[src/rtl/udp_rx_tile_pkg.sv]
// Shared UDP RX tile types: NoC flit/header layout and the output arbiter state encoding.
package udp_rx_tile_pkg;

  localparam int unsigned NOC_DATA_WIDTH = 64;
  localparam int unsigned MSG_LENGTH_W   = 8;

  // NoC header flit; msg_len counts the body flits that follow the header
  typedef struct packed {
    logic [13:0]             dest_chipid;
    logic [7:0]              dest_x;
    logic [7:0]              dest_y;
    logic [3:0]              fbits;
    logic [MSG_LENGTH_W-1:0] msg_len;
    logic [7:0]              msg_type;
    logic [7:0]              mshr_tag;
    logic [5:0]              options;
  } noc_hdr_t;

  typedef enum logic [1:0] {
    IDLE     = 2'd0,
    HDR_HOLD = 2'd1,
    BODY     = 2'd2
  } arb_state_e;

endpackage

[src/rtl/udp_rx_noc_out_arb_rr.sv]
// Combinational round-robin picker: first requester at or above rr_ptr, wrapping modulo NUM_SRCS.
module udp_rx_noc_out_arb_rr #(
  parameter int unsigned NUM_SRCS = 2,
  parameter int unsigned SEL_W    = $clog2(NUM_SRCS)
) (
  input  logic [NUM_SRCS-1:0] i_req,
  input  logic [SEL_W-1:0]    i_rr_ptr,
  output logic [SEL_W-1:0]    o_grant,
  output logic                o_any_req
);

  int            w_sum;
  logic [SEL_W-1:0] w_idx;

  // Scan farthest-first so the requester nearest the pointer is the last writer
  always_comb begin
    o_grant   = i_rr_ptr;
    o_any_req = 1'b0;
    w_sum     = 0;
    w_idx     = '0;
    for (int i = int'(NUM_SRCS) - 1; i >= 0; i--) begin
      w_sum = int'(i_rr_ptr) + i;
      if (w_sum >= int'(NUM_SRCS)) begin
        w_sum = w_sum - int'(NUM_SRCS);
      end
      w_idx = SEL_W'(w_sum);
      if (i_req[w_idx]) begin
        o_grant   = w_idx;
        o_any_req = 1'b1;
      end
    end
  end

endmodule

[src/rtl/udp_rx_noc_out_arb.sv]
// Packet-granular round-robin arbiter merging UDP RX out-copy engines onto one noc0 vrtoc port.
module udp_rx_noc_out_arb
  import udp_rx_tile_pkg::*;
#(
  parameter int unsigned NUM_SRCS = 2,
  parameter int unsigned SEL_W    = $clog2(NUM_SRCS)
) (
  input  logic                                     clk,
  input  logic                                     rst,
  input  logic [NUM_SRCS-1:0]                      src_noc0_vrtoc_val,
  input  logic [NUM_SRCS-1:0][NOC_DATA_WIDTH-1:0]  src_noc0_vrtoc_data,
  output logic [NUM_SRCS-1:0]                      noc0_vrtoc_src_rdy,
  output logic                                     arb_noc0_vrtoc_val,
  output logic [NOC_DATA_WIDTH-1:0]                arb_noc0_vrtoc_data,
  input  logic                                     noc0_vrtoc_arb_rdy,
  output logic                                     arb_busy
);

  arb_state_e              r_state;
  logic [SEL_W-1:0]        r_rr_ptr;
  logic [SEL_W-1:0]        r_lock_sel;
  logic [MSG_LENGTH_W-1:0] r_flit_cnt;

  logic [SEL_W-1:0]        w_rr_grant;
  logic                    w_rr_any;
  logic [SEL_W-1:0]        w_sel;
  logic                    w_val;
  logic                    w_hs;
  noc_hdr_t                w_flit;
  logic [MSG_LENGTH_W-1:0] w_len;

  function automatic logic [SEL_W-1:0] f_next(input logic [SEL_W-1:0] s);
    if (int'(s) >= int'(NUM_SRCS) - 1) begin
      return '0;
    end
    return s + SEL_W'(1);
  endfunction

  udp_rx_noc_out_arb_rr #(
    .NUM_SRCS (NUM_SRCS),
    .SEL_W    (SEL_W)
  ) u_rr (
    .i_req     (src_noc0_vrtoc_val),
    .i_rr_ptr  (r_rr_ptr),
    .o_grant   (w_rr_grant),
    .o_any_req (w_rr_any)
  );

  // Free grant only in IDLE; once a header is seen the locked source owns the port
  always_comb begin
    w_sel  = (r_state == IDLE) ? w_rr_grant : r_lock_sel;
    w_val  = (r_state == IDLE) ? w_rr_any : src_noc0_vrtoc_val[w_sel];
    w_flit = noc_hdr_t'(src_noc0_vrtoc_data[w_sel]);
    w_len  = w_flit.msg_len;
    w_hs   = w_val & noc0_vrtoc_arb_rdy;
  end

  // Zero-latency flit mux; val and rdy are forced low while reset is asserted
  always_comb begin
    arb_noc0_vrtoc_val  = w_val & rst;
    arb_noc0_vrtoc_data = w_flit;
    noc0_vrtoc_src_rdy  = '0;
    for (int i = 0; i < int'(NUM_SRCS); i++) begin
      noc0_vrtoc_src_rdy[i] = rst & noc0_vrtoc_arb_rdy & (w_sel == SEL_W'(i));
    end
  end

  assign arb_busy = (r_state != IDLE);

  always_ff @(posedge clk or negedge rst) begin
    if (!rst) begin
      r_state    <= IDLE;
      r_rr_ptr   <= '0;
      r_lock_sel <= '0;
      r_flit_cnt <= '0;
    end else begin
      case (r_state)
        IDLE: begin
          if (w_val) begin
            if (!noc0_vrtoc_arb_rdy) begin
              r_lock_sel <= w_sel;
              r_state    <= HDR_HOLD;
            end else if (w_len == '0) begin
              r_rr_ptr <= f_next(w_sel);
            end else begin
              r_lock_sel <= w_sel;
              r_flit_cnt <= w_len;
              r_state    <= BODY;
            end
          end
        end
        HDR_HOLD: begin
          if (w_hs) begin
            if (w_len == '0) begin
              r_rr_ptr <= f_next(r_lock_sel);
              r_state  <= IDLE;
            end else begin
              r_flit_cnt <= w_len;
              r_state    <= BODY;
            end
          end
        end
        BODY: begin
          // flit_cnt >= 1 here, so the decrement cannot wrap
          if (w_hs) begin
            r_flit_cnt <= r_flit_cnt - MSG_LENGTH_W'(1);
            if (r_flit_cnt == MSG_LENGTH_W'(1)) begin
              r_rr_ptr <= f_next(r_lock_sel);
              r_state  <= IDLE;
            end
          end
        end
        default: r_state <= IDLE;
      endcase
    end
  end

endmodule

[config.mk]
export PLATFORM = sky130hd
export DESIGN_NAME = udp_rx_noc_out_arb
export DESIGN_NICKNAME = d
export VERILOG_FILES = /design/src/rtl/udp_rx_tile_pkg.sv /design/src/rtl/udp_rx_noc_out_arb_rr.sv /design/src/rtl/udp_rx_noc_out_arb.sv
export SDC_FILE = /design/constraint.sdc
export NUM_CORES = 1
export LEC_CHECK = 0
export CAP_MARGIN = 40
export CORE_MARGIN = 2
export CORE_UTILIZATION = 28
export DETAILED_ROUTE_END_ITERATION = 16
export PLACE_DENSITY = 0.83
export SETUP_SLACK_MARGIN = 0.02
export SYNTH_ARGS = -nofsm -noshare
export SYNTH_HDL_FRONTEND = slang
export SYNTH_SLANG_ARGS = --single-unit
[constraint.sdc]
create_clock -name clk -period 2.6 [get_ports clk]
set_input_delay 0.26 -clock clk [delete_from_list [all_inputs] [get_ports clk]]
set_output_delay 0.26 -clock clk [all_outputs]
set_load 0.01 [all_outputs]
# ---- Word level (Yosys, flattened, before mapping)
# Cells that the tools add are included.
dict set report totals {
  in_bits 133
  reg_bits 12
  output_inout_bits 68
  word_cells 100
}
dict set report classes {
  n_eq_ne 12
  n_reduce_logical 8
  muxes 57
  n_bitwise 6
  magnitude_cmp 7
  n_addsub 6
}
# operator count
set op_table {}
lappend op_table {{$mux W64} 2}
lappend op_table {{$mux W1} 40}
lappend op_table {{$mux W8} 5}
lappend op_table {{$pmux W8 S3} 1}
lappend op_table {{$mux W2} 7}
lappend op_table {{$ne A2 B2 Y1 const B} 7}
lappend op_table {{$reduce_and A5 Y1} 2}
lappend op_table {{$eq A8 B1 Y1 const B} 1}
lappend op_table {{$logic_not A8 Y1} 1}
lappend op_table {{$reduce_and A8 Y1} 1}
lappend op_table {{$sub A8 B1 Y8 const B} 1}
lappend op_table {{$lt A1 B2 Y1 const B} 3}
lappend op_table {{$pmux W2 S3} 1}
lappend op_table {{$and A1 B1 Y1} 5}
lappend op_table {{$ne A3 B3 Y1 const B} 1}
lappend op_table {{$pmux W1 S3} 1}
lappend op_table {{$reduce_and A3 Y1} 1}
lappend op_table {{$reduce_bool A3 Y1} 1}
lappend op_table {{$add A1 B1 Y1 const B} 2}
lappend op_table {{$add A1 B1 Y2 const B} 1}
lappend op_table {{$eq A2 B1 Y1 const B} 1}
lappend op_table {{$eq A2 B2 Y1 const B} 1}
lappend op_table {{$ge A1 B1 Y1 const B} 2}
lappend op_table {{$ge A1 B2 Y1 const B} 1}
lappend op_table {{6 further kinds} 7}

# ---- Depth between registers and ports, before layout
# Gate-level depths: netlist (run 1).
dict set report depth {
  word_depth 20
  mapped_depth 10
  ltp_nobuf 8
}

# ---- Modules after synthesis
# From an unflattened synthesis (run 1), not the netlist that was laid out.
dict set report unflattened {
  hier_cells 319
  area_unflattened_um2 1819.2
}
# module instances cells_per_inst area_each_um2
set by_module_without_submodules {}
lappend by_module_without_submodules {udp_rx_noc_out_arb 1 315 1800.5}
lappend by_module_without_submodules {udp_rx_noc_out_arb_rr 1 4 18.8}

# ---- Worst setup path after synthesis (run 1)
# Ideal clock, no wire load.
dict set report synth_path {
  path_kind {reg2out}
  startpoint {register r_state[1]}
  endpoint {output port arb_noc0_vrtoc_data[10]}
  path_slack_ns 0.402
  arrival_time_ns 1.938
  stages_incl_launch_ff 9
  n_path_buf 3
  path_cell_list {dfrtp_1 -> inv_1 -> ha_1 -> buf_4 -> o21ai_0 -> o22ai_2 -> buf_2 -> buf_2 -> mux2_2}
}
dict set report synth_between {
  elab_chain_cells 4
}
# element line
set synth_rtl {}
lappend synth_rtl {{start, declared} udp_rx_noc_out_arb.sv:19} ;# arb_state_e r_state;
lappend synth_rtl {{start signal, assigned} udp_rx_noc_out_arb.sv:72} ;# r_state <= IDLE;
lappend synth_rtl {{start signal, assigned} udp_rx_noc_out_arb.sv:82} ;# r_state <= HDR_HOLD;
lappend synth_rtl {{start signal, assigned} udp_rx_noc_out_arb.sv:88} ;# r_state <= BODY;
lappend synth_rtl {{$logic_not A2 Y1} udp_rx_noc_out_arb.sv:51} ;# w_sel = (r_state == IDLE) ? w_rr_grant : r_lock_sel;
lappend synth_rtl {{$mux W1} udp_rx_noc_out_arb.sv:51}
lappend synth_rtl {{$mux W64 (implied by the code) (2 in a row)} udp_rx_noc_out_arb.sv:53} ;# w_flit = noc_hdr_t'(src_noc0_vrtoc_data[w_sel]);
lappend synth_rtl {{end, declared} udp_rx_noc_out_arb.sv:14} ;# output logic [NOC_DATA_WIDTH-1:0] arb_noc0_vrtoc_data,
# Every way passes these cells. The select of a mux whose other input is x is not followed.

# ---- Worst setup path after layout (run 1)
dict set report layout_path {
  startpoint {register r_state[1]}
  endpoint {output port arb_noc0_vrtoc_data[29]}
}
# Same word-level chain as after synthesis.

==> results of run 1 <==
## power by group through the flow
stage / sequential, uW / combinational, uW / clock [uW]
after detailed placement: 378 / 3250 / 0
after CTS: 379 / 3270 / 201
after global routing: 398 / 3460 / 212
final: 382 / 3200 / 195
after global placement: 369 / 3200 / 0
after floorplan: 359 / 1790 / 0
## sequential cells by signal, indices dropped and copies added (netlist names)
signal and cells:
r_flit_cnt 8, r_state 2, r_lock_sel 1, r_rr_ptr 1
## path summary, 6_finish.rpt
kind / from / cells after the start / to / slack (ns)
max: r_state[1] / 8 / arb_noc0_vrtoc_data[29] / 0.18
min: rst / 2 / r_state[1] / 0.47
max reg2reg: r_state[1] / 10 / r_rr_ptr / 0.26
min reg2reg: r_flit_cnt[6] / 1 / r_flit_cnt[6] / 0.50
max in group asynchronous: rst / 2 / r_flit_cnt[0] / 1.98
min in group clk: r_flit_cnt[6] / 1 / r_flit_cnt[6] / 0.50
## worst reg2reg max path, stage by stage, from the launching register on
cell	delay (ns)
dfrtp_1	0.39
inv_2	0.11
ha_4	0.17
o21ai_1	0.10
o22ai_4	0.17
buf_6	0.15
buf_16	0.15
mux2_4	0.35
o21ai_0	0.16
a211o_1	0.18
mux2_4	0.30
## layout make-up
cell class,count,area share (%)
clock buffer,4,1.370
sequential,12,7.472
tap,75,2.335
multi-input combinational,157,33.53
timing repair buffer,213,54.45
inverter,9,0.8406
## cell families (layout without fill, tap and decap cells)
group	count (synthesis)	after routing	synth area share, %
AO/OA/AOI/OAI	45	45	16.62
adder cells (fa/ha/maj)	6	6	4.354
buffers and inverters	20	226	5.588
flip-flops	12	12	17.42
multiplexers	69	69	45.36
AND/OR/NAND/NOR	37	37	10.67
## metrics by stage
stage               std cells  setup slack (ns)  power (uW)  util [%]
floorplan                 189            0.4018        2153         -
global placement          463            0.1247        3569     65.28
detailed placement        463           0.07394        3628     65.28
CTS                       470          0.002134        3855     66.53
global route              470           0.06120        4065     67.88
finish                    470            0.1792        3781     67.88
## what timing repair did
| action | 4_1_cts | 5_1_grt |
|---|---|---|
| gates resized for setup | 39 | 32 |
| hold buffers | 0 | 0 |
| endpoints found under the setup margin | 65 | 32 |
| cloned | 1 | 0 |
| pin swaps | 1 | 1 |
| buffers inserted | 2 | 0 |
## synthesized netlist by cell type (all sizes together) (4+ instances only)
cell    n
a21oi  11
buf    10
dfrtp  12
ha      6
inv     8
mux2   67
nand2   9
nor2   12
nor3    4
o21ai  17
or4     4
## per-layer routing
metal	vias to the layer above	track usage (%)
met5	-	0
met2	103	43.47
met4	0	7.000
li1	1123	-
met3	22	4.239
met1	1105	23.58
==> flow_summary.toml, run 1 <==
[yosys]
ys_seq_elements = 12
synth-edff-count = 0
synth_top_area_share_pct = 42.45
syn_nets = 328
ys_seq_area_share_pct = 17.42
async_reset_ff_share_pct = 100.0
yosys_warnings = 0
avgSynthCellArea_um2 = 9.123
synth_cells = 189
synth-main-ff-cell = "dfrtp_1"
syn-cell-area_um2 = 1724
yosys.area.top_type = "mux2_2"
synth_area_leaders = "mux2_2, dfrtp_1, o21ai_0"
yosys.cell_types.count = 39

[clock_network]
cts_tree = "built"
cts-buffers-inserted = 3
clock_path_buffers = 2
htree_levels = 1
clk-insertion-delay-late_ns = 0.24
clkTransAtPathRegs_ns = 0.05
clkSinkCount = 12
cts_root_buffer = "clkbuf_8"

[placed_design]
dpl-instance-area_um2 = 3865
gp_congestion = 0.8728
dp_hpwl_um = 7019
io_buffers = 200

[die]
ios = 201
coreArea_um2 = 5921
placementRows = 28
floorplan.initialDensity_pct = 29.12
die_w_um = 82.47
chipHeight_um = 82.47
die-area_um2 = 6801

[sta]
fin_skew_ns = 0.002920
rsz0062_at_grt = "false"
fmax_ghz = 0.4131
tightest_slew_ns = 0.4177
setup_violations = 0
period_minus_slack_ns = 2.421
final.hold.worst_slack_ns = 0.4662
tns_ns = 0
max_slew_margin_pct = 71.90
fin_crit_sh_pct = 93.11
hold_viol_final = 0
final_max_slew_viol_count = 0

[cells_and_area]
layout_commonest_cell = "clkdlybuf4s50_1"
multi_input_area_um2 = 1348
seqCellArea_um2 = 300.3
drive_above_1_share_pct = 23.29
areaGrowthSynthToFinish_pct = 133.1
design_area_um2 = 4019
nFillCells = 468
fin_nets = 535
final_cell_mix = "clkdlybuf4s50_1, mux2_2, dlymetal6s2s_1, dlygate4sd2_1, o21ai_0"
n_antenna_cell = 0

[pwr]
p_int_uw = 2219
sw_frac_of_total_pct = 41.30
peakVddDrop_v = 0.0006133
clockPowerShare_pct = 5.2
p_per_area_nw_per_um2 = 940.7
p_sw_uw = 1561
pwr-share-seq_pct = 10.1
power_frac_comb_pct = 84.7
power_leakage_uw = 0.001862

[worst_setup_path]
crit_chain = "inv_2 -> ha_4 -> o21ai_1 -> o22ai_4 -> buf_4 -> buf_12 -> mux2_2 -> dlygate4sd2_1"
start_kind = "register"
path_max_fanout = 18
critPathBufInv = 4
critPathTopFamily = "buffers and inverters"
slowest_delay_ns = 0.39
end_kind = "primary output"
required_ns = 2.34
path_class = "register to primary output"
cp.arrival_ns = 2.16
cp_slowest_cell = "dfrtp_1"

[drt]
wl_met2_um = 4566
wl_met3_um = 654
drc = 0
drtIter0Drc = 52
wl_per_cell_um = 18.18
wl_met1_um = 3081
ant_nets = 0
vias = 2353
dr.pass1.iters = 4
vias_per_cell = 5.006
top_layer = "met4"
routed_wl_um = 8544

[grt]
gr-total-overflow = 0
grtUsageTotal_pct = 22.23
grt_pass1_vias = 2296
grt_antenna_before_repair = 0
grt_max_degree = 34
grt_pass1_wl_um = 11430

[hold_path]
min_path_type = "input port to async pin"

[run]
maxCapViolCount = 0

[status]
status = "finished clean"
Power figures use the tool's default switching activity.
==> run 2: changes to the inputs <==
MAX_ROUTING_LAYER = met4   (was unset)
==> flow_summary.toml, run 2 (synthesis gave the netlist of run 1 again) <==
[cells_and_area]
top_register = "r_flit_cnt"
drive_above_1_share_pct = 23.29
fin_util_pct = 67.88
final_cell_mix = "clkdlybuf4s50_1, mux2_2, dlymetal6s2s_1, dlygate4sd2_1, o21ai_0"
multi_input_area_um2 = 1348
reg_top3 = "r_flit_cnt: 8 flops, r_state: 2 flops"
nFillCells = 468
seqCellArea_um2 = 300.3
largest_reg_flops = 8
fin_nets = 535
n_antenna_cell = 0
layout_commonest_cell = "clkdlybuf4s50_1"
areaGrowthSynthToFinish_pct = 133.1

[placed_design]
dp_hpwl_um = 7019
gp_congestion = 0.8871
io_buffers = 200

[sta]
setup_violations = 0
tightest_slew_ns = 0.4329
rsz0062_at_grt = "false"
hold_viol_final = 0
max_slew_margin_pct = 70.87
period_minus_slack_ns = 2.425
fin_crit_sh_pct = 93.27
fmax_ghz = 0.4124
fin_skew_ns = 0.003604
final_max_slew_viol_count = 0
tns_ns = 0

[die]
chipHeight_um = 82.47
ios = 201
die_w_um = 82.47
die-area_um2 = 6801
floorplan.initialDensity_pct = 29.12
placementRows = 28
coreArea_um2 = 5921

[run]
maxCapViolCount = 0

[grt]
grtUsageTotal_pct = 22.83
grt_pass1_vias = 2302
gr-total-overflow = 0
grt_antenna_before_repair = 0
grt_pass1_wl_um = 11430
grt_max_degree = 34

[drt]
vias = 2369
vias_per_cell = 5.040
ant_nets = 0
drc = 0
routed_wl_um = 8528
drtIter0Drc = 42
wl_per_cell_um = 18.14
dr.pass1.iters = 4

[status]
status = "finished clean"

[clock_network]
clock_path_buffers = 2
clk-insertion-delay-late_ns = 0.24
cts_root_buffer = "clkbuf_8"
clkSinkCount = 12
cts_tree = "built"
cts_hold_buf = 0
clkTransAtPathRegs_ns = 0.05
cts-buffers-inserted = 3
htree_levels = 1

[pwr]
clockPowerShare_pct = 5.2
sw_frac_of_total_pct = 41.27
power_leakage_uw = 0.001862
pwr-share-seq_pct = 10.1
p_int_uw = 2220
peakVddDrop_v = 0.0006133
p_per_area_nw_per_um2 = 940.4
p_sw_uw = 1560
power_frac_comb_pct = 84.7

[worst_setup_path]
start_kind = "register"
cp.arrival_ns = 2.17
slowest_delay_ns = 0.39
path_class = "register to primary output"
critPathBufInv = 4
crit_chain = "inv_2 -> ha_4 -> o21ai_1 -> o22ai_4 -> buf_4 -> buf_12 -> mux2_2 -> dlygate4sd2_1"
end_kind = "primary output"
critPathTopFamily = "buffers and inverters"
required_ns = 2.34
cp_slowest_cell = "dfrtp_1"
path_max_fanout = 18

[hold_path]
min_path_type = "input port to async pin"
## run 2: power by group through the flow
stage / sequential (uW) / clock (uW) / combinational, uW
finish: 381 / 196 / 3200
global route: 398 / 212 / 3450
CTS: 379 / 201 / 3270
detailed placement: 378 / 0 / 3250
global placement: 369 / 0 / 3200
floorplan: 359 / 0 / 1790
## run 2: worst paths after layout
path,start,cells after the start,slack (ns),to
min in group clk,r_flit_cnt[6],1,0.50,r_flit_cnt[6]
min reg2reg,r_flit_cnt[6],1,0.50,r_flit_cnt[6]
min,rst,2,0.46,r_state[1]
max in group asynchronous,rst,2,1.99,r_flit_cnt[0]
max,r_state[1],8,0.17,arb_noc0_vrtoc_data[29]
max reg2reg,r_state[1],10,0.26,r_rr_ptr
## run 2: timing repair
item / CTS / global route
resized for setup: 39 / 32
cloned: 1 / 0
setup buffers: 2 / 0
pin swaps: 1 / 1
endpoints found under the setup margin: 65 / 32
## run 2: per-layer routing
| layer | global-route usage (%) | up-vias | routed length, um |
|---|---|---|---|
| li1 | - | 1120 | - |
| met1 | 23.38 | 1109 | 2987 |
| met2 | 43.63 | 113 | 4572 |
| met3 | 4.239 | 27 | 702 |
| met4 | 7.000 | 0 | 265 |
| met5 | - | - | 0 |
## run 2: metrics by stage
step,power [uW],hold WS (ns),instance area [um^2],std cells,setup WS (ns)
2_1_floorplan,2153,-0.03559,1724,189,0.4018
3_3_place_gp,3569,0.4835,3865,463,0.1247
3_5_place_dp,3628,0.4843,3865,463,0.07394
4_1_cts,3855,0.4689,3939,470,0.002134
5_1_grt,4062,0.4724,4019,470,0.06297
6_report,3779,0.4559,4019,470,0.1750
## run 2: cell type report
| class | instances | share of cell area, % |
|---|---|---|
| Clock buffer | 4 | 1.370 |
| Sequential cell | 12 | 7.472 |
| Timing Repair Buffer | 213 | 54.45 |
| Multi-Input combinational cell | 157 | 33.53 |
| Tap cell | 75 | 2.335 |
| Inverter | 9 | 0.8406 |
